$ cat config.mk
export PLATFORM = sky130hd
export DESIGN_NAME = deskew_ctrl_flat
export DESIGN_NICKNAME = d
export VERILOG_FILES = /design/src/rtl/deskew_pkg.sv /design/src/rtl/deskew_if.sv /design/src/rtl/deskew_mem_mux.sv /design/src/rtl/deskew_ctrl.sv /design/src/flat_wrapper.sv
export SDC_FILE = /design/constraint.sdc
export NUM_CORES = 1
export LEC_CHECK = 0
export ABC_AREA = 1
export CAP_MARGIN = 10
export CORE_MARGIN = 10
export CORE_UTILIZATION = 30
export CTS_CLUSTER_SIZE = 40
export DETAILED_ROUTE_END_ITERATION = 6
export DONT_BUFFER_PORTS = 1
export PLACE_DENSITY = 0.45
export SLEW_MARGIN = 20
export SYNTH_ARGS = -nofsm -noshare
export SYNTH_HDL_FRONTEND = slang
export SYNTH_HIERARCHICAL = 1
export SYNTH_SLANG_ARGS = --single-unit
$ cat constraint.sdc
create_clock -name clk -period 2.4 [get_ports clk]
set_clock_uncertainty 0.1 [all_clocks]
set_input_delay 0.24 -clock clk [delete_from_list [all_inputs] [get_ports clk]]
set_output_delay 0.24 -clock clk [all_outputs]
set_load 0.05 [all_outputs]
$ cat src/rtl/deskew_pkg.sv
// Shared types and image geometry for the deskew sequencer and its memory-port mux.
// COPY_* states exist only when DESKEW_BYPASS_EN is defined.
package deskew_pkg;

  localparam int IMG_DIM    = 28;
  localparam int IMG_PIXELS = IMG_DIM * IMG_DIM;
  localparam int OUT_BASE   = IMG_PIXELS;

  typedef enum logic [2:0] {
    IDLE,
    START,
    WAIT_BUSY,
    RUN,
    DONE
`ifdef DESKEW_BYPASS_EN
    ,
    COPY_RD,
    COPY_WR
`endif
  } state_e;

  typedef enum logic [1:0] {
    SEL_HOST,
    SEL_ENG,
    SEL_CTRL
  } mux_sel_e;

endpackage

$ cat src/rtl/deskew_if.sv
// Single-port BRAM access bundle: strobes, address and write data one way, read data back.
interface deskew_if #(
  parameter int WIDTH  = 16,
  parameter int ADDR_W = 11
);
  logic              en;
  logic              we;
  logic [ADDR_W-1:0] addr;
  logic [WIDTH-1:0]  wdata;
  logic [WIDTH-1:0]  rdata;

  modport master (output en, we, addr, wdata, input rdata);
  modport slave  (input en, we, addr, wdata, output rdata);
endinterface

$ cat src/rtl/deskew_mem_mux.sv
// Combinational three-way BRAM port selector (host, engine, controller copy path).
// Read data fans out to both requesters unconditionally.
module deskew_mem_mux
  import deskew_pkg::*;
#(
  parameter int WIDTH  = 16,
  parameter int ADDR_W = 11
) (
  input  mux_sel_e          sel,
  deskew_if.slave           host,
  deskew_if.slave           eng,
  input  logic              ctrl_en,
  input  logic              ctrl_we,
  input  logic [ADDR_W-1:0] ctrl_addr,
  input  logic [WIDTH-1:0]  ctrl_wdata,
  deskew_if.master          mem
);

  always_comb begin
    mem.en    = host.en;
    mem.we    = host.we;
    mem.addr  = host.addr;
    mem.wdata = host.wdata;
    case (sel)
      SEL_ENG: begin
        mem.en    = eng.en;
        mem.we    = eng.we;
        mem.addr  = eng.addr;
        mem.wdata = eng.wdata;
      end
      SEL_CTRL: begin
        mem.en    = ctrl_en;
        mem.we    = ctrl_we;
        mem.addr  = ctrl_addr;
        mem.wdata = ctrl_wdata;
      end
      default: ;
    endcase
  end

  assign host.rdata = mem.rdata;
  assign eng.rdata  = mem.rdata;

endmodule

$ cat src/rtl/deskew_ctrl.sv
// Deskew run sequencer: launches the engine, arbitrates the shared image BRAM, times each run.
// Optional feature macro DESKEW_BYPASS_EN adds a raw-to-output copy path selected by host_bypass.
module deskew_ctrl #(
  parameter int WIDTH      = 16,
  parameter int ADDR_W     = 11,
  parameter int IMG_PIXELS = deskew_pkg::IMG_PIXELS,
  parameter int CNT_W      = 24
) (
  input  logic             clk,
  input  logic             reset,
  input  logic             host_start,
`ifdef DESKEW_BYPASS_EN
  input  logic             host_bypass,
`endif
  output logic             host_busy,
  output logic             host_done,
  output logic             host_overrun,
  output logic             host_grant,
  output logic [CNT_W-1:0] run_cycles,
  output logic             eng_start,
  input  logic             eng_ready,
  deskew_if.slave          host_mem,
  deskew_if.slave          eng_mem,
  deskew_if.master         mem
);
  import deskew_pkg::*;

  state_e            state_reg, state_next;
  mux_sel_e          sel;
  logic [CNT_W-1:0]  cnt_reg;
  logic              counting;
  logic              ctrl_en, ctrl_we;
  logic [ADDR_W-1:0] ctrl_addr;
  logic [WIDTH-1:0]  ctrl_wdata;

`ifdef DESKEW_BYPASS_EN
  localparam logic [ADDR_W-1:0] LAST_PIX = ADDR_W'(IMG_PIXELS - 1);
  localparam logic [ADDR_W-1:0] OUT_OFS  = ADDR_W'(IMG_PIXELS);
  logic [ADDR_W-1:0] pix_reg;
`endif

  always_ff @(posedge clk or negedge reset) begin
    if (!reset) state_reg <= IDLE;
    else        state_reg <= state_next;
  end

  always_comb begin
    state_next = state_reg;
    eng_start  = 1'b0;
    sel        = SEL_HOST;
    counting   = 1'b0;
    case (state_reg)
      IDLE: begin
`ifdef DESKEW_BYPASS_EN
        if (host_start) state_next = host_bypass ? COPY_RD : START;
`else
        if (host_start) state_next = START;
`endif
      end
      START: begin
        sel        = SEL_ENG;
        eng_start  = 1'b1;
        state_next = WAIT_BUSY;
      end
      WAIT_BUSY: begin
        // Keep knocking until the engine drops ready to acknowledge the launch.
        sel      = SEL_ENG;
        counting = 1'b1;
        if (eng_ready) eng_start  = 1'b1;
        else           state_next = RUN;
      end
      RUN: begin
        sel      = SEL_ENG;
        counting = 1'b1;
        if (eng_ready) state_next = DONE;
      end
      DONE: state_next = IDLE;
`ifdef DESKEW_BYPASS_EN
      COPY_RD: begin
        sel        = SEL_CTRL;
        counting   = 1'b1;
        state_next = COPY_WR;
      end
      COPY_WR: begin
        sel        = SEL_CTRL;
        counting   = 1'b1;
        state_next = (pix_reg == LAST_PIX) ? DONE : COPY_RD;
      end
`endif
      default: state_next = IDLE;
    endcase
  end

  assign host_busy    = (state_reg != IDLE);
  assign host_done    = (state_reg == DONE);
  assign host_overrun = host_busy & host_start;
  assign host_grant   = (sel == SEL_HOST);

  // Holding the counter at zero through IDLE makes every run start from zero.
  always_ff @(posedge clk or negedge reset) begin
    if (!reset) begin
      cnt_reg    <= '0;
      run_cycles <= '0;
    end else begin
      if (state_reg == IDLE)
        cnt_reg <= '0;
      else if (counting && (cnt_reg != '1))
        cnt_reg <= cnt_reg + CNT_W'(1);
      if (state_reg == DONE)
        run_cycles <= cnt_reg;
    end
  end

`ifdef DESKEW_BYPASS_EN
  always_ff @(posedge clk or negedge reset) begin
    if (!reset)                    pix_reg <= '0;
    else if (state_reg == IDLE)    pix_reg <= '0;
    else if (state_reg == COPY_WR) pix_reg <= pix_reg + ADDR_W'(1);
  end

  // Read pixel i, then write the word that arrives a cycle later into the output region.
  always_comb begin
    ctrl_en    = (state_reg == COPY_RD) || (state_reg == COPY_WR);
    ctrl_we    = (state_reg == COPY_WR);
    ctrl_addr  = (state_reg == COPY_WR) ? (pix_reg + OUT_OFS) : pix_reg;
    ctrl_wdata = mem.rdata;
  end
`else
  always_comb begin
    ctrl_en    = 1'b0;
    ctrl_we    = 1'b0;
    ctrl_addr  = '0;
    ctrl_wdata = '0;
  end
`endif

  deskew_mem_mux #(
    .WIDTH  (WIDTH),
    .ADDR_W (ADDR_W)
  ) u_mem_mux (
    .sel        (sel),
    .host       (host_mem),
    .eng        (eng_mem),
    .ctrl_en    (ctrl_en),
    .ctrl_we    (ctrl_we),
    .ctrl_addr  (ctrl_addr),
    .ctrl_wdata (ctrl_wdata),
    .mem        (mem)
  );

endmodule

$ cat src/flat_wrapper.sv
// flat-port wrapper written by rule: the top's interface ports become plain ports
module deskew_ctrl_flat import deskew_pkg::*;
#(
  parameter int WIDTH      = 16,
  parameter int ADDR_W     = 11,
  parameter int IMG_PIXELS = deskew_pkg::IMG_PIXELS,
  parameter int CNT_W      = 24
)
  (clk, reset, host_start, host_busy, host_done, host_overrun, host_grant, run_cycles, eng_start, eng_ready, host_mem_en, host_mem_we, host_mem_addr, host_mem_wdata, host_mem_rdata, eng_mem_en, eng_mem_we, eng_mem_addr, eng_mem_wdata, eng_mem_rdata, mem_en, mem_we, mem_addr, mem_wdata, mem_rdata);
  deskew_if #(.WIDTH(WIDTH), .ADDR_W(ADDR_W)) host_mem_i ();
  deskew_if #(.WIDTH(WIDTH), .ADDR_W(ADDR_W)) eng_mem_i ();
  deskew_if #(.WIDTH(WIDTH), .ADDR_W(ADDR_W)) mem_i ();
  input  logic clk;
  input  logic reset;
  input  logic host_start;
  output logic host_busy;
  output logic host_done;
  output logic host_overrun;
  output logic host_grant;
  output logic [CNT_W-1:0] run_cycles;
  output logic eng_start;
  input  logic eng_ready;
  input wire logic [$bits(host_mem_i.en)-1:0] host_mem_en;
  input wire logic [$bits(host_mem_i.we)-1:0] host_mem_we;
  input wire logic [$bits(host_mem_i.addr)-1:0] host_mem_addr;
  input wire logic [$bits(host_mem_i.wdata)-1:0] host_mem_wdata;
  output wire logic [$bits(host_mem_i.rdata)-1:0] host_mem_rdata;
  input wire logic [$bits(eng_mem_i.en)-1:0] eng_mem_en;
  input wire logic [$bits(eng_mem_i.we)-1:0] eng_mem_we;
  input wire logic [$bits(eng_mem_i.addr)-1:0] eng_mem_addr;
  input wire logic [$bits(eng_mem_i.wdata)-1:0] eng_mem_wdata;
  output wire logic [$bits(eng_mem_i.rdata)-1:0] eng_mem_rdata;
  output wire logic [$bits(mem_i.en)-1:0] mem_en;
  output wire logic [$bits(mem_i.we)-1:0] mem_we;
  output wire logic [$bits(mem_i.addr)-1:0] mem_addr;
  output wire logic [$bits(mem_i.wdata)-1:0] mem_wdata;
  input wire logic [$bits(mem_i.rdata)-1:0] mem_rdata;
  assign host_mem_i.en = host_mem_en;
  assign host_mem_i.we = host_mem_we;
  assign host_mem_i.addr = host_mem_addr;
  assign host_mem_i.wdata = host_mem_wdata;
  assign host_mem_rdata = host_mem_i.rdata;
  assign eng_mem_i.en = eng_mem_en;
  assign eng_mem_i.we = eng_mem_we;
  assign eng_mem_i.addr = eng_mem_addr;
  assign eng_mem_i.wdata = eng_mem_wdata;
  assign eng_mem_rdata = eng_mem_i.rdata;
  assign mem_en = mem_i.en;
  assign mem_we = mem_i.we;
  assign mem_addr = mem_i.addr;
  assign mem_wdata = mem_i.wdata;
  assign mem_i.rdata = mem_rdata;
  deskew_ctrl #(.WIDTH(WIDTH), .ADDR_W(ADDR_W), .IMG_PIXELS(IMG_PIXELS), .CNT_W(CNT_W)) u_core (.clk(clk), .reset(reset), .host_start(host_start), .host_busy(host_busy), .host_done(host_done), .host_overrun(host_overrun), .host_grant(host_grant), .run_cycles(run_cycles), .eng_start(eng_start), .eng_ready(eng_ready), .host_mem(host_mem_i), .eng_mem(eng_mem_i), .mem(mem_i));
endmodule
==> After elaboration in Yosys (flattened, before gate mapping) <==
Cells that the tools add are included.
{ "totals": {"regBits": 51, "inputBits": 78, "out_inout_bits": 90, "word_cells": 37} }
{ "classes": {"n_addsub": 1, "eq_ne": 10, "n_mux": 14, "n_bitwise": 1, "n_reduce_logical": 8} }
{ "ops": {"columns": ["operator", "n"], "rows": [
  ["24-bit 2-to-1 mux", 2],
  ["16-bit one-hot mux with 2 select lines", 1],
  ["24-bit by 1-bit adder with 24-bit output, second input constant", 1],
  ["24-bit inequality test, second input constant", 1],
  ["11-bit one-hot mux with 2 select lines", 1],
  ["3-bit one-hot mux with 4 select lines", 1],
  ["3-bit 2-to-1 mux", 3],
  ["3-bit by 2-bit equality test with 1-bit output, second input constant", 2],
  ["2-bit inequality test, second input constant", 3],
  ["1-bit one-hot mux with 2 select lines", 3],
  ["3-bit by 1-bit equality test with 1-bit output, second input constant", 1],
  ["3-bit equality test, second input constant", 1],
  ["3-bit zero test", 1],
  ["1-bit 2-to-1 mux", 3],
  ["3-bit AND reduction", 1],
  ["3-bit nonzero test", 1],
  ["3-bit OR reduction", 1],
  ["1-bit by 2-bit equality test with 1-bit output, second input constant", 1],
  ["2-bit by 1-bit equality test with 1-bit output, second input constant", 1],
  ["2-bit zero test", 1],
  ["2-bit nonzero test", 1],
  ["2-bit OR reduction", 1],
  ["1-bit AND", 1],
  ["1-bit logical AND", 1]
]} }

==> Longest topological paths before layout <==
Gate-level depths: netlist of the first run.
{ "depth": {"depth_word": 6, "depth_mapped": 13} }

==> By module <==
Netlist of the first run, hierarchy kept.
{ "modules_own_cells": {"columns": ["module", "n_inst", "cells_per_inst", "area_per_inst_um2", "seq_area_each_um2"], "rows": [
  ["deskew_ctrl", 1, 351, 2677.6, 1276.2],
  ["deskew_mem_mux", 1, 223, 1022.2, 0.0]
]} }

==> Worst setup path before layout of the first run <==
OpenSTA, ideal clock, no wires.
{ "synth_timing": {"path_type": "register -> output", "start": "register u_core.state_reg[2]", "end": "output mem_addr[0]", "t_arrival_ns": 2.332, "required_time_ns": 2.060, "setup_slack_ns": -0.272, "path_stages_with_launch": 13, "path_buffers": 2, "cell_sequence": "dfrtp_1 -> nor2_1 -> nand2_1 -> nand2_1 -> nor2_1 -> inv_1 -> ha_1 -> buf_4 -> buf_6 -> nand2_1 -> nand2_1 -> nand2_1 -> nand2_1"} }
{ "synth_between": {"elab_chain_len": 5, "elab_cells_between_ends": 8} }
{ "synth_lines": {"columns": ["element", "line", "rtl"], "rows": [
  ["start, declared", "deskew_ctrl.sv:28", "state_e state_reg, state_next;"],
  ["start signal, assigned", "deskew_ctrl.sv:44", "else state_reg <= state_next;"],
  ["3-bit by 1-bit equality test with 1-bit output / 3-bit by 2-bit equality test with 1-bit output (equally long branches)", "deskew_ctrl.sv:52", "case (state_reg)"],
  ["3-bit OR reduction (no source line) *", null, null],
  ["1-bit 2-to-1 mux *", "deskew_ctrl.sv:52", null],
  ["via u_core.sel[0]", "deskew_ctrl.sv:29", "mux_sel_e sel;"],
  ["1-bit by 2-bit equality test with 1-bit output / 2-bit by 1-bit equality test with 1-bit output (equally long branches)", null, null],
  ["11-bit one-hot mux with 2 select lines *", "deskew_mem_mux.sv:24", "case (sel)"],
  ["end, declared", "flat_wrapper.sv:35", "output wire logic [$bits(mem_i.addr)-1:0] mem_addr;"]
]} }
Mark *: on every way through the listed nets, which the timed path passes. The rest lies on a longest branch.

==> Final worst setup path of the first run <==
{ "layout_timing": {"start": "register u_core.state_reg[0]", "end": "output mem_wdata[12]"} }
{ "layout_between": {"elab_chain_len": 5, "elab_cells_between_ends": 8} }
{ "layout_lines": {"columns": ["element", "line", "rtl"], "rows": [
  ["3-bit by 1-bit equality test with 1-bit output / 3-bit by 2-bit equality test with 1-bit output (equally long branches)", "deskew_ctrl.sv:52", null],
  ["3-bit OR reduction (no source line) *", null, null],
  ["1-bit 2-to-1 mux *", "deskew_ctrl.sv:52", null],
  ["via u_core.sel[0]", "deskew_ctrl.sv:29", null],
  ["1-bit by 2-bit equality test with 1-bit output / 2-bit by 1-bit equality test with 1-bit output (equally long branches)", "deskew_mem_mux.sv:24", null],
  ["16-bit one-hot mux with 2 select lines *", "deskew_mem_mux.sv:24", null],
  ["end, declared", "flat_wrapper.sv:36", "output wire logic [$bits(mem_i.wdata)-1:0] mem_wdata;"]
]} }
Marked as above.

==> qor.yml, run 1 <==
status: "finished, final reports clean"
rsz0062_at_grt: "yes"
insertedDiodeCount: 0
vdd_drop_max_v: 0.000589
worst-setup-path-type: "reg -> out"
critPathTopFamily: "buffers and inverters"
critPathMaxStageDelay_ns: 0.44
slew_violations: 0
drc: 0
fmax_mhz: 433
clock_sink_count: 51
place.gp.congestion: 0.820
grt_usage_pct: 12.2
fp-row-count: 40
setup_viol: 0
multiInputGateArea_mm2: 0.00207
syn_area_per_cell_um2: 6.45
ant_nets: 0
path_buf_inv: 7
switchingPower_mw: 4.19
wl_um: 10900
maxCapViolCount: 0
arrival_ns: 1.97
drive_gt1_share_pct: 19.1
pwr-share-comb_pct: 77.7
switching_share_pct: 51.3
final-seq-area_mm2: 0.00128
powerDensity_mw_per_mm2: 1730
fp.coreArea_mm2: 0.0121
drtIter0Drc: 144
yosys.cell_types.count: 27
root_buffer: "clkbuf_16"
ys_ff_latch: 51
drtPass1Iterations: 4
syn_inst: 574
fin_crit_sh_pct: 96.3
cts_inserted_buffers: 5
cp_cell_sequence: "buf_4 > nand3_2 > nand2_2 > nor2_4 > inv_2 > inv_2 > ha_4 > clkinv_4 > buf_12 > clkbuf_16 > nand2_1 > nand2_2 > buf_12"
slowest_stage: "dfrtp_2"
vias_per_cell: 4.39
die_w_um: 131
power.clock.fraction_pct: 8.5
worst-path-max-fanout: 5
p_seq_share_pct: 13.8
dp.final_hpwl_um: 8360
area_delta_synth_final_pct: 27.8
insertion_delay_ns: 0.28
gr-total-overflow: 0
grt_max_degree: 52
clock_path_buffers: 2
dp_cells: 760
cp.required_ns: 2.06
power.total_mw: 8.17
grt_antenna_before_repair: 0
grt_pass1_vias: 3363
tightest_slew_ns: 0.523
io_buffers: 0
htree_levels: 2
io_pins: 168
netlist_area_mm2: 0.00370
path_clk_slew_ns: 0.07
period_needed_ns: 2.31
grt_pass1_wl_um: 17000
p_int_mw: 3.97
die_area_mm2: 0.0172
tritoncts: "yes"
start_util_pct: 30.7
cellLeakagePower_nw: 2.32
end_kind: "output port"
vias: 3422
die_h_um: 131
fillers: 1256
ys_warn_count: 6
wire_per_inst_um: 14.0
yosysSeqAreaShare_pct: 34.5
hold_viol: 0
fin_nets: 691
startpoint_type: "register"
min_path_type: "in -> reg"
final_cells: 779
slew_headroom_pct: 65.2
[per-stage QoR]
stage	hold WS, ns	cell area, um2	utilization (%)	TNS [ns]	setup slack (ns)
6_report	0.0572	4730	39.2	0	0.0883
5_1_grt	0.0733	4730	39.2	-0.0428	-0.00961
4_1_cts	0.0495	4630	38.4	0	0.00115
3_5_place_dp	-0.153	4320	35.8	0	0.197
3_3_place_gp	-0.153	4320	35.8	0	0.258
2_1_floorplan	-0.156	3820	-	0	0.0491
[area by class of cell]
| class | instances | area share (%) |
|---|---|---|
| clock inverter | 2 | 0.265 |
| tap | 168 | 4.45 |
| multi-input combinational | 455 | 43.7 |
| timing repair buffer | 53 | 18.1 |
| sequential | 51 | 27.0 |
| inverter | 44 | 3.65 |
| clock buffer | 6 | 2.73 |
[power by group through the flow]
stage	clock, mW	combinational [mW]	sequential (mW)
after CTS	0.714	6.13	1.13
after floorplan	0	3.54	1.11
after detailed placement	0	5.69	1.14
after global placement	0	5.67	1.13
final	0.694	6.34	1.13
after global routing	0.755	6.69	1.15
[worst reg2reg max path: stages (launching register included)]
cell,delay [ns]
dfrtp_1,0.40
ha_1,0.21
nand2_2,0.09
nor2_4,0.18
nand2_4,0.10
nor2_4,0.15
nand2_2,0.07
nand2_2,0.07
nand2_4,0.17
inv_4,0.20
nand2_1,0.07
nand2_1,0.07
[placed cells by master, fill, tap and decap left out, drive strengths merged]
cell type    synthesis  layout
nand2              297     297
dfrtp               51      51
buf                 49      51
inv                 44      43
o21ai               43      43
nor2                33      33
conb                 1      31
nand3               24      24
nand4               10      10
clkbuf               5       7
a21oi                5       5
nor3                 3       3
xor2                 3       3
ha                   3       3
clkinv               0       2
clkinvlp             0       1
nand3b               1       1
xnor2                1       1
a21o                 1       1
dlygate4sd3          0       1
[path summary, 6_finish.rpt]
kind,start,endpoint,slack (ns),cells after the start
max,u_core/state_reg[0],mem_wdata[12],0.09,13
min,eng_ready,u_core/state_reg[0],0.06,3
max reg2reg,u_core/cnt_reg[1],u_core/cnt_reg[20],0.48,11
min reg2reg,u_core/cnt_reg[23],u_core/cnt_reg[23],0.45,2
max in group asynchronous,reset,u_core/state_reg[2],1.60,2
min in group asynchronous,reset,u_core/run_cycles[7],0.37,2
[metal layers]
metal  wire length (um)  track usage, %
met4                 96            2.42
met3                840            3.26
met2               5420            21.8
met5                  0               0
met1               4540            14.3
[Yosys cell counts, drive strengths merged]
| library cell | instances | area, um2 |
|---|---|---|
| o21ai | 43 | 245 |
| nand3 | 24 | 120 |
| a21oi | 5 | 25.0 |
| clkbuf | 5 | 18.8 |
| a21o | 1 | 7.51 |
| conb | 1 | 3.75 |
| buf | 49 | 392 |
| dfrtp | 51 | 1280 |
| ha | 3 | 37.5 |
| nand4 | 10 | 62.6 |
| nor3 | 3 | 15.0 |
| xnor2 | 1 | 8.76 |
| nand2 | 297 | 1140 |
| inv | 44 | 168 |
| nand3b | 1 | 7.51 |
| xor2 | 3 | 26.3 |
| nor2 | 33 | 149 |
[what timing repair did]
action | in CTS | in global routing
pin swaps | 2 | 10
hold endpoints to repair | 51 | 0
buffers inserted | 4 | 5
gates cloned | 1 | 1
hold buffers | 2 | 0
resized for setup | 20 | 27
endpoints found under the setup margin | 29 | 29
[cells by family (layout without fill, tap and decap cells)]
family          after synthesis  in the layout  synth area share, %
compound gates               49             49                 7.51
flops                        51             51                 34.5
fa+ha+maj                     3              3                 1.01
xor+xnor                      4              4                0.947
other cells                   1             31                0.101
simple gates                368            368                 40.3
buf+inv                      98            105                 15.6
No activity file was read; power rests on OpenSTA's default activity.
==> run 2: changes to the inputs <==
--- a/config.mk
+++ b/config.mk
@@ -7,12 +7,12 @@
 export LEC_CHECK = 0
 export ABC_AREA = 1
 export CAP_MARGIN = 10
-export CORE_MARGIN = 10
+export CORE_MARGIN = 3
 export CORE_UTILIZATION = 30
 export CTS_CLUSTER_SIZE = 40
 export DETAILED_ROUTE_END_ITERATION = 6
 export DONT_BUFFER_PORTS = 1
-export PLACE_DENSITY = 0.45
+export PLACE_DENSITY_LB_ADDON = 0.08
 export SLEW_MARGIN = 20
 export SYNTH_ARGS = -nofsm -noshare
 export SYNTH_HDL_FRONTEND = slang
==> run 2 against run 1 <==
Against the previous run:
- final cell count is 3.5% lower
- global-route usage is 2.5 points higher
- cell area is 1.7% higher
- critical path type unchanged
- critical endpoint is now mem_addr[0]
- largest power group unchanged
- highest routed layer unchanged
==> qor.yml, run 2 (synthesis results as in run 1) <==
io_buffers: 0  # unchanged
io_pins: 168  # unchanged
worst-path-max-fanout: 7  # +2
cp_common_cell: "nand2_2"
cp_cell_sequence: "nor2_4 > nand2_2 > nand2_2 > nor2_4 > inv_2 > inv_2 > ha_4 > inv_8 > clkbuf_16 > nand2_2 > nand2_2 > buf_12"
place.gp.congestion: 0.840  # +2.4%
insertion_delay_ns: 0.29  # about the same
cts_inserted_buffers: 5  # unchanged
fmax_mhz: 427  # -1.3%
status: "finished, final reports clean"
critPathMaxStageDelay_ns: 0.45  # about the same
whs_path_depth: 3  # unchanged
wire_per_inst_um: 14.0  # about the same
start_util_pct: 31.6  # +0.92 points
fp.coreArea_mm2: 0.0117  # -2.9%
die_h_um: 117  # -11%
layout_commonest_cell: "nand2_1"
p_seq_share_pct: 13.3  # -0.5 points
holdWs_ns: 0.0555  # -0.00169 ns
slowest_stage: "dfrtp_2"
min_path_type: "in -> reg"
setup_slack_ns: 0.0571  # -0.0312 ns
gr-total-overflow: 0  # unchanged
period_needed_ns: 2.34  # +0.0312 ns
hold_viol: 0  # unchanged
switchingPower_mw: 4.34  # +3.6%
critPathTopFamily: "buffers and inverters"
tightest_slew_ns: 0.501  # -0.0219 ns
p_int_mw: 4.09  # +3.0%
drc: 0  # unchanged
cellLeakagePower_nw: 2.36  # +1.6%
end_kind: "output port"
dp_cells: 733  # -3.6%
mostFrequentLayoutCells: "nand2_1, nand2_2, dfrtp_1"
cp.required_ns: 2.06  # about the same
htree_levels: 2  # unchanged
insertedDiodeCount: 0  # unchanged
grt_antenna_before_repair: 0  # unchanged
cp.depth: 12  # -1
startpoint_type: "register"
clock_sink_count: 51  # unchanged
clock_path_buffers: 2  # unchanged
grt_pass1_vias: 3264  # -2.9%
slew_violations: 0  # unchanged
slew_headroom_pct: 66.5  # +1.4 points
grt_max_degree: 52  # unchanged
final_cells: 752  # -3.5%
drtPass1Iterations: 4  # unchanged
rsz0062_at_grt: "yes"
vdd_drop_max_v: 0.00111  # +88%
drive_gt1_share_pct: 23.8  # +4.7 points
power.clock.fraction_pct: 8.2  # -0.3 points
area_delta_synth_final_pct: 30.0
ant_nets: 0  # unchanged
powerDensity_mw_per_mm2: 1750  # +1.6%
root_buffer: "clkbuf_16"
power.total_mw: 8.44  # +3.3%
die_area_mm2: 0.0137  # -20%
drtIter0Drc: 170  # +18%
dp.final_hpwl_um: 7490  # -10%
reg2reg_depth: 11  # unchanged
path_clk_slew_ns: 0.07  # about the same
arrival_ns: 2.00  # +0.03 ns
place_ws_ns: 0.184  # -0.0131 ns
fin_nets: 689  # -0.29%
post-route-util_pct: 41.1  # +1.9 points
vias: 3427  # +0.15%
grt_usage_pct: 14.7  # +2.5 points
fp-row-count: 39  # -2.5%
vias_per_cell: 4.56  # +3.7%
pwr-share-comb_pct: 78.5  # +0.8 points
worst-setup-path-type: "reg -> out"
maxCapViolCount: 0  # unchanged
setup_viol: 0  # unchanged
tritoncts: "yes"
grt_pass1_wl_um: 16200  # -5.1%
path_buf_inv: 5  # -2
die_w_um: 117  # -11%
switching_share_pct: 51.5  # +0.15 points
fin_crit_sh_pct: 97.6  # +1.3 points
wl_um: 10500  # -3.4%
run 2: cell types whose count changed in the layout (fill, tap and decap cells not counted), sizes merged:
cell	previous run	this run
buf	51	47
clkbuf	7	8
clkinv	2	3
clkinvlp	1	0
inv	43	44
run 2: metal layers:
layer	wire, um	GRT usage, %
met5	0	0
met4	109	3.90
met3	671	3.39
met2	4850	22.4
met1	4900	20.9
run 2: path summary, 6_finish.rpt:
| kind | start | to | slack [ns] |
|---|---|---|---|
| max | u_core/state_reg[2] | mem_addr[0] | 0.06 |
| min | eng_ready | u_core/state_reg[0] | 0.06 |
| max reg2reg | u_core/cnt_reg[1] | u_core/cnt_reg[13] | 0.48 |
| min reg2reg | u_core/cnt_reg[23] | u_core/cnt_reg[23] | 0.45 |
| max in group asynchronous | reset | u_core/run_cycles[11] | 1.60 |
| min in group asynchronous | reset | u_core/run_cycles[8] | 0.36 |
run 2: power by group through the flow:
| stage | sequential [mW] | combinational [mW] | clock, mW |
|---|---|---|---|
| 5_1_grt | 1.14 | 7.04 | 0.762 |
| 3_3_place_gp | 1.12 | 5.58 | 0 |
| 3_5_place_dp | 1.12 | 5.58 | 0 |
| 2_1_floorplan | 1.11 | 3.54 | 0 |
| 4_1_cts | 1.10 | 5.88 | 0.727 |
| 6_report | 1.12 | 6.62 | 0.695 |
run 2: stage by stage:
step	TNS, ns	area (um2)
after floorplan	0	3820
after global placement	0	4280
after detailed placement	0	4280
after CTS	0	4530
after global routing	-0.888	4810
final	0	4810
run 2: timing repair:
action,CTS,global route
setup endpoints to repair,29,29
resized for setup,9,70
gates cloned,1,3
pin swaps,1,23
hold buffers,2,0
hold endpoints to repair,51,0
setup buffers,2,3
run 2: worst register-to-register path, stage by stage (launching register included):
cell and delay (ns):
dfrtp_1 0.39, ha_1 0.20, nand2_2 0.09, nor2_4 0.18, nand2_4 0.09, nor2_4 0.15
nand2_2 0.06, nand2_2 0.07, nand2_4 0.15, inv_4 0.22, nand2_1 0.08, nand2_1 0.07
run 2: area by class of cell:
cell class                 count  area (um2)
inverter                      44         175
multi-input combinational    455        2160
clock inverter                 3        15.0
sequential                    51        1280
fill                        1264        6900
tap                          143         179
clock buffer                   5         125
timing repair buffer          51         882
